[config.mk]
export PLATFORM = sky130hd
export DESIGN_NAME = cpu_output_fifo
export DESIGN_NICKNAME = d
export VERILOG_FILES = /design/src/rtl/cpu_output_fifo.sv
export SDC_FILE = /design/constraint.sdc
export NUM_CORES = 1
export LEC_CHECK = 0
export ABC_AREA = 1
export CAP_MARGIN = 20
export CORE_MARGIN = 2
export CORE_UTILIZATION = 45
export DETAILED_ROUTE_END_ITERATION = 12
export GPL_TIMING_DRIVEN = 0
export PLACE_DENSITY = 0.65
export SLEW_MARGIN = 25
export SYNTH_ARGS = -nofsm -noshare
export SYNTH_HDL_FRONTEND = slang
export SYNTH_SLANG_ARGS = --single-unit
[constraint.sdc]
create_clock -name clk -period 3.7 [get_ports clk]
set_input_delay 0.74 -clock clk [delete_from_list [all_inputs] [get_ports clk]]
set_output_delay 0.74 -clock clk [all_outputs]
set_load 0.03 [all_outputs]
[src/rtl/cpu_output_fifo.sv]
// Show-ahead byte FIFO behind the CPU output port.
// It applies back-pressure through full/stall and keeps a sticky flag for dropped writes.
module cpu_output_fifo #(
    parameter int DEPTH = 8,
    localparam int ADDR_W = $clog2(DEPTH)
) (
    input  logic              clk,
    input  logic              rst,
    input  logic              wr_en,
    input  logic [7:0]        wr_data,
    output logic              rd_valid,
    output logic [7:0]        rd_data,
    input  logic              rd_ready,
    output logic              full,
    output logic              empty,
    output logic [ADDR_W:0]   level,
    output logic              stall,
    output logic              overflow,
    input  logic              ovf_clr
);

    localparam logic [ADDR_W:0] FULL_LEVEL = (ADDR_W + 1)'(DEPTH);

    logic [7:0]        mem [DEPTH];
    logic [ADDR_W-1:0] wr_ptr;
    logic [ADDR_W-1:0] rd_ptr;
    logic              pop;
    logic              push;

    // Flags depend only on the registered level, so they never loop back through the handshake.
    assign rd_valid = (level != '0);
    assign empty    = (level == '0);
    assign full     = (level == FULL_LEVEL);
    assign stall    = full;

    assign pop  = rd_valid & rd_ready;
    assign push = wr_en & (~full | pop);

    assign rd_data = rd_valid ? mem[rd_ptr] : 8'h00;

    // The storage array is not reset; the pointers and level alone define what is valid.
    always_ff @(posedge clk) begin
        if (push) begin
            mem[wr_ptr] <= wr_data;
        end
    end

    always_ff @(posedge clk or negedge rst) begin
        if (!rst) begin
            wr_ptr   <= '0;
            rd_ptr   <= '0;
            level    <= '0;
            overflow <= 1'b0;
        end else begin
            if (push) begin
                wr_ptr <= wr_ptr + 1'b1;
            end
            if (pop) begin
                rd_ptr <= rd_ptr + 1'b1;
            end
            case ({push, pop})
                2'b10:   level <= level + 1'b1;
                2'b01:   level <= level - 1'b1;
                default: level <= level;
            endcase
            // A set on the same edge as a clear takes priority.
            if (wr_en && full && !pop) begin
                overflow <= 1'b1;
            end else if (ovf_clr) begin
                overflow <= 1'b0;
            end
        end
    end

endmodule

==> results.txt, run 1 <==
* Global-route wire length before repair: around 11 mm
- At the worst endpoint, the required time is between 2000 and 3000 ps.
- The die is between 80 and 90 µm wide.
- Category of the worst setup path launch point: flop
- Cells on worst reg2reg path: 7
- Number of library cell types mapped by synthesis: 25
- Xor/xnor cell area share of the yosys netlist: under 10%
- In the final routed layout, each cell accounts on average for roughly 17 µm.
- The initial antenna violation count is 0.
- The worst register-to-register path begins at level[0]$_DFFE_PN0P_.
* Final weighted congestion in routability-driven placement: about 0.81
* Average footprint of a synthesized cell: 11.89 µm²
- Total setup buffers inserted after CTS: 0
- Post-Synth Adder-Cell Area: under 10%
- For this run, the total global-route usage over all layers was measured as between 20% and 30%.
* Register-to-register path setup slack: about 1400 ps
- The die is around 88 µm tall.
- At the later pin of the worst-skew pair, clock insertion delay measures roughly 350 ps.
- Initial Util: between 40 and 50%
- Clock share of power: between 10% and 20%
- Row generation in the floorplan step produced 30 rows.
* Area overhead of the layout relative to synthesis: 17.50%
* Fin. max-slew vios: 0
- The worst hold path begins at wr_ptr[0]$_DFFE_PN0P_.
* Summed instance area of the synthesized netlist: 3211 µm²
- Combinational share of power: 47.1%
* Final HPWL DP: 4.512 mm
- Fraction of the mapped netlist area in compound gates: 9.392%
- Final hold viol count: 0
- The worst hold path belongs to the class flop to flop.
- Vias in the first global route: between 2000 and 2500
- Longest Clk Path Bufs: 2
* Average via count per standard cell: 5.190
- For the worst setup path, the data arrival time is about 2600 ps.
- In this run the standard cell core region covers 6832 µm².
- Number of warnings printed during yosys synthesis: 0
- Resize count post-CTS: 0
- For this run, the post-layout net count is 326.
- The repair_antennas step left the layout with diodes totalling 0.
- Category of the most critical setup path: flop to output port
- Layout Skew: 11.54 ps
- For the pin with the worst max-slew slack, the measured transition is between 1000 and 1500 ps.
- Net Sw Frac: 42.09%
* Number of hold buffers added after cts: 0
- Post-synthesis mux area share: less than 1%
* Clock sinks: between 70 and 80
* Max-cap viol count: 0
* Number of buffer cells added on primary ports: 29
* Kind of capture point of the worst setup path: output port
* Power share of the sequential group: 36.6%
- Areal power density over the cells: 847.5 nW/µm²
- Once placement completed, the tool counted placed cells totaling just under 400.
* Internal Power: 1.851 mW
- Fill cells in the final layout number just over 600.
- Measured against its own limit, the worst slew margin works out to between 30 and 40%.
- Entering global routing, the biggest net connects 12 pins.
- Synthesized netlist net count: around 290
* Share of synthesized cell area in and, or, nand and nor gates: 15.63%
* Overall Power: around 3.2 mW
* Biggest fanout along the worst timing path: 10
- Top-level port count: 30
* Number of DRC markers after the initial detailed-route iteration: 203
* CTS HTree Levels: 3
* Clock buffers created by TritonCTS: 9
* IR Drop Worst-Case VDD: between 400 and 500 µV
- Derived from the worst setup path, the maximum achievable clock frequency is between 300 and 400 MHz.
- Sum of overflow across all layers after global routing: 0
* Worst hold endpoint: wr_ptr[0]$_DFFE_PN0P_
* Combinational family with the most area after synthesis: simple AND/OR/NAND/NOR gates
* Clock-pin slew reported for the worst setup and hold paths after clock tree synthesis: ~70 ps
- Leakage power: approximately 1.4 nW
* Final routed DRC violation total: 0
- Synthesis handed over a netlist of 270 instances.
- Outcome: complete, no violations
- In the final timing run, aggregate negative setup slack is 0 ps.
- The worst hold path was traced through 2 stages.
- Final period demand of the worst path: 3326 ps
- Non-filler cells in the finished layout: 411
* Endpoints failing setup: 0
- Final core utilization: between 50% and 60%
- The floorplan step defined a die boundary enclosing around 7800 µm².
- Via count of the routed design: 2133
* Switching component of the power: 1.346 mW
- Of the synthesized area, sequential elements account for approximately two thirds.
* Number of flip-flops and latches in the synthesized netlist: between 70 and 80
- Layout cell share with drive strength beyond 1: a little under a tenth
* Pre-Repair DR Iteration Count: 4
* TritonCTS clock tree: done
* RSZ-0062 raised after global routing: no
* Aggregate routed wire length: 7.176 mm
- Clock tree root driver cell: clkbuf_8
* Post-route clock period utilization: between 80% and 90%
- FF-to-FF End: mem[6][4]$_DFFE_PP_
- The count of nets left with antenna violations once routing finished came out at 0.
how the worst max path moves through the flow:
stage | from | end | slack, ps
floorplan | level[0]$_DFFE_PN0P_ | rd_data[0] | 1140
CTS | rd_ptr[1]$_DFFE_PN0N_ | rd_data[7] | 360
global placement | rd_ready | mem[6][3]$_DFFE_PP_ | 680
finish | rd_ptr[1]$_DFFE_PN0N_ | rd_data[3] | 370
detailed placement | rd_ready | mem[6][2]$_DFFE_PP_ | 570
global route | rd_ptr[1]$_DFFE_PN0N_ | rd_data[7] | 140
layout by cell type (no fill, tap or decap):
cell / instances
nand4_1: 2
clkinv_2: 1
xnor2_1: 1
dfrtp_1: 11
o32ai_1: 16
nand3_1: 6
inv_1: 15
nor2_2: 2
nand3_4: 1
nand2_4: 6
o22ai_2: 1
o21ai_1: 2
clkbuf_8: 9
buf_4: 1
clkdlybuf4s50_1: 29
o21bai_1: 1
mux2_2: 1
clkbuf_1: 12
nor2_1: 74
o22ai_1: 1
edfxtp_1: 64
o21ai_0: 25
xor2_1: 4
nand2_1: 20
or2_4: 1
buf_2: 5
ha_1: 3
inv_4: 1
per-stage QoR:
stage	cell area, µm²	hold WS [ps]	setup slack (ps)
after CTS	3772	543.9	363.0
after global routing	3772	586.1	138.6
after floorplan	3211	444.4	1137
final	3772	543.2	374.2
after global placement	3621	521.5	678.1
after detailed placement	3621	533.6	570.0
cells in the mapped netlist:
| cell type | count | share of area [%] |
|---|---|---|
| nand2_1 | 20 | 2.3 |
| mux2_2 | 1 | 0.35 |
| buf_2 | 5 | 0.78 |
| o22ai_2 | 1 | 0.39 |
| or2_4 | 1 | 0.27 |
| dfrtp_1 | 11 | 8.6 |
| xor2_1 | 4 | 1.1 |
| buf_4 | 1 | 0.23 |
| xnor2_1 | 1 | 0.27 |
| o21bai_1 | 1 | 0.23 |
| ha_1 | 3 | 1.2 |
| nand2_4 | 6 | 2.1 |
| inv_4 | 1 | 0.19 |
| nor2_1 | 74 | 8.7 |
| o22ai_1 | 1 | 0.19 |
| edfxtp_1 | 64 | 60 |
| clkbuf_1 | 6 | 0.70 |
| o21ai_0 | 25 | 3.9 |
| nand3_1 | 6 | 0.94 |
| o21ai_1 | 2 | 0.31 |
| nand4_1 | 2 | 0.39 |
| nor2_2 | 2 | 0.39 |
| o32ai_1 | 16 | 4.4 |
| nand3_4 | 1 | 0.55 |
| inv_1 | 15 | 1.8 |
state kept, by name (all words and copies together) (netlist names):
signal,cells
mem,64
rd_ptr,3
wr_ptr,3
level,4
overflow,1
layout make-up:
cell class              count  area, µm²  area share, %
clock buffers              15      146.4          3.881
multi-input cells         167      895.9          23.75
clock inverters             1      5.005         0.1327
repair buffers             29      290.3          7.695
plain buffers              12      55.05          1.459
flip-flops and latches     75       2197          58.24
well taps                  96      120.1          3.184
inverters                  16      62.56          1.658
worst max-delay path: stages, from the launching register on:
cell             delay, ps
dfrtp_1                480
clkbuf_1               460
o21ai_0                230
o32ai_1                170
o21ai_0                120
nor2_1                 120
clkdlybuf4s50_1        670
cell families after synthesis:
logic type | after synthesis
buf+inv | 28
simple gates | 112
compound gates | 46
mux | 1
flops | 75
xor+xnor | 5
fa+ha+maj | 3
power groups by stage:
| stage | sequential, mW | combinational (mW) | clock (mW) |
|---|---|---|---|
| final | 1.17 | 1.51 | 0.522 |
| after global routing | 1.19 | 1.65 | 0.559 |
| after CTS | 1.17 | 1.51 | 0.527 |
| after detailed placement | 1.19 | 1.50 | 0 |
| after global placement | 1.18 | 1.48 | 0 |
| after floorplan | 1.21 | 0.929 | 0 |
metal layers:
metal | up-vias | GRT usage, % | part of all wire, %
met1 | 1031 | 26.30 | 43
met3 | 9 | 3.358 | 6.3
li1 | 1033 | - | -
met4 | 0 | 8.264 | 1.4
met2 | 60 | 33.29 | 50
met5 | - | 0 | 0
Note: power is estimated with default switching activity, not from simulation.
==> inputs of run 2 (changes only) <==
--- a/config.mk
+++ b/config.mk
@@ -8,10 +8,11 @@
 export ABC_AREA = 1
 export CAP_MARGIN = 20
 export CORE_MARGIN = 2
-export CORE_UTILIZATION = 45
+export CORE_UTILIZATION = 50
+export CTS_BUF_LIST = sky130_fd_sc_hd__clkbuf_8
 export DETAILED_ROUTE_END_ITERATION = 12
 export GPL_TIMING_DRIVEN = 0
-export PLACE_DENSITY = 0.65
+export PLACE_DENSITY = 0.71
 export SLEW_MARGIN = 25
 export SYNTH_ARGS = -nofsm -noshare
 export SYNTH_HDL_FRONTEND = slang
==> run 2 against run 1 <==
  * Combinational power is essentially flat
  * Fmax is 0.14% lower
  * Register-to-register slack improved by 120 ps
  * Sequential share of layout area is 0.52 points lower
  * Sequential power hardly changed
  * Critical path type unchanged
  * Critical endpoint is now rd_data[6]
==> results.txt, run 2 (synthesis results as in run 1) <==
* Area of the core: 6277 µm² (-8.1%)
- The first-pass GRT wire length is 10.32 mm (-6.6%).
* Transition time at the pin with the least slew margin: 950.5 ps (-90.11 ps)
- The worst voltage drop across the vdd grid came to 585.5 µV (+43%).
- Area overhead of the layout relative to synthesis: 18.55%
- The DRC violation count after routing was 0 (unchanged).
- Clock share of power: 20.0% (+3.7 points)
- The path class of the tightest hold or removal check is flop to flop.
* Combinational share of power: 44.8% (-2.3 points)
- The number of levels in the clock H-tree was 3 (unchanged).
* Category of the worst setup path launch point: flop
- The upper clock frequency limit came to 300.2 MHz (-0.14%).
- The total via count in the routed design was 2172 (+1.8%).
- Setup repair after global routing left no endpoint under its margin.
- The routed via count divided by cell count came to 5.541 (+6.8%).
* Antenna-violating nets left: 0 (unchanged)
- The relative slew slack is 36.40% (+6.0 points).
- The setup slack of the most critical reg-to-reg path was 1470 ps (+120 ps).
- The power per cell area was 871.5 nW/µm² (+2.8%).
- Top-level port count: 30 (unchanged)
* Vias in the first global route: 2005 (-3.8%)
* Global routing usage summed across all routing layers: 19.81% (-0.23 points)
- Number of antenna violations at the first check in global routing: 0 (unchanged)
- # nets final: 326 (unchanged)
- Final hold viol count: 0 (unchanged)
- Worst path required time: 2960 ps (about the same)
* Fin. max-slew vios: 0 (unchanged)
- Endpoints failing setup: 0 (unchanged)
- Maximum number of pins on one net before global-route repair: 13 (+1)
- The max-cap violation count was 0 (unchanged).
- The half-perimeter wire length after placement is 4.131 mm (-8.4%).
- The final period utilization is 90.02% (+0.13 points).
* Total setup buffers inserted after CTS: 0 (unchanged)
- Final period demand of the worst path: 3331 ps (+4.819 ps)
- Clock-pin slew reported for the worst setup and hold paths after clock tree synthesis: 80 ps (about the same)
* Critical path arrival: 2590 ps (about the same)
* Net Sw Frac: 40.39% (-1.7 points)
- Biggest fanout along the worst timing path: 10 (unchanged)
- The net switching power came to 1.340 mW (-0.45%).
- Number of DRC markers after the initial detailed-route iteration: 225 (+11%)
* X dimension of the die: 84.13 µm (-4.9%)
- The die span in y came to 84.13 µm (-4.9%).
- Clock sinks: 75 (unchanged)
* Layout cell share with drive strength beyond 1: 10.48% (+1.3 points)
* Resize count post-CTS: 0 (unchanged)
- The final worst clock skew was 8.193 ps (-3.343 ps).
- The final wirelength was 6.567 mm (-8.5%).
* Flip-flop count of the largest register, all copies and words added: 64 (unchanged)
* Num rows: 29 (-3.3%)
* Post-route worst hold slack: 534.8 ps (-8.415 ps)
- Clock tree root driver cell: clkbuf_8
- The number of detailed-route iterations in the first pass came to 5 (+1).
* Category of the most critical setup path: flop to output port
* Area of the die: 7078 µm² (-9.6%)
* Total negative setup slack: 0 ps (unchanged)
- Leakage power: 1.419 nW (+2.6%)
- Clock latency on the worst-skew pair: 350 ps (about the same)
- Internal Power: 1.977 mW (+6.8%)
- The part of the total power dissipated in sequential elements was 35.2% (-1.4 points).
- TritonCTS clock tree: done
- DR WL/cell: 16.75 µm (-4.1%)
* Leading cell type in the layout, fill and taps excluded: nor2_1
- Register containing the most flip-flops in the final layout: mem
* Longest Clk Path Bufs: 2 (unchanged)
- The worst setup path is captured at an output port.
- Number of hold buffers added after cts: 0 (unchanged)
- The top cell types in the final layout, fill and taps aside, are 74 x nor2_1, 64 x edfxtp_1, 29 x clkdlybuf4s50_1.
* Number of diodes added for antenna fixing: 0 (unchanged)
- The run finished with clean final reports.
* Number of buffer cells added on primary ports: 29 (unchanged)
- Registers with the most flip-flops: mem (64), level (4)
- Initial Util: 51.15% (+4.1 points)
- Clock buffers created by TritonCTS: 9 (unchanged)
- The sum of overflow across all layers after global routing was 0 (unchanged).
- Final weighted congestion in routability-driven placement: 0.8404 (+4.2%)
-- run 2: worst paths after layout --
check	end	from	depth (start not counted)
min	overflow$_DFFE_PN0P_	overflow$_DFFE_PN0P_	2
min in group asynchronous	level[1]$_DFFE_PN0P_	rst	1
max in group asynchronous	rd_ptr[2]$_DFFE_PN0N_	rst	1
max reg2reg	mem[0][6]$_DFFE_PP_	level[0]$_DFFE_PN0P_	7
min reg2reg	overflow$_DFFE_PN0P_	overflow$_DFFE_PN0P_	2
max	rd_data[6]	rd_ptr[1]$_DFFE_PN0N_	6
-- run 2: power by group through the flow --
stage               Clock, mW  Sequential, mW  Combinational, mW
finish                  0.662            1.17               1.49
global route            0.697            1.18               1.61
CTS                     0.668            1.17               1.49
detailed placement          0            1.19               1.49
global placement            0            1.18               1.46
floorplan                   0            1.21              0.929
-- run 2: per-stage QoR --
stage	area [µm²]	utilization [%]	power (mW)	instances	setup slack, ps
after floorplan	3211	-	2.141	270	1137
after detailed placement	3597	57.31	2.671	376	697.6
final	3806	60.63	3.317	392	369.4
after global placement	3597	57.31	2.647	376	700.2
after CTS	3806	60.63	3.325	392	382.5
after global routing	3806	60.63	3.493	392	191.3
-- run 2: critical path, cell delays in order (launching register included) --
cell             delay, ps
dfrtp_1                480
clkbuf_1               480
o21ai_0                190
o32ai_1                140
o21ai_0                140
nor2_1                 130
clkdlybuf4s50_1        680
-- run 2: area by class of cell --
cell class | count | area (µm²)
Buffer | 12 | 55.05
Clock buffer | 9 | 123.9
Clock inverter | 7 | 85.08
Fill cell | 472 | 2471
Inverter | 16 | 62.56
Multi-Input combinational cell | 167 | 895.9
Sequential cell | 75 | 2197
Tap cell | 77 | 96.34
Timing Repair Buffer | 29 | 290.3
-- run 2: layer usage --
metal	GRT usage, %	part of all wire, %
met5	0	0
met4	11.14	2.5
met3	2.950	7.9
met2	29.94	46
met1	27.71	44
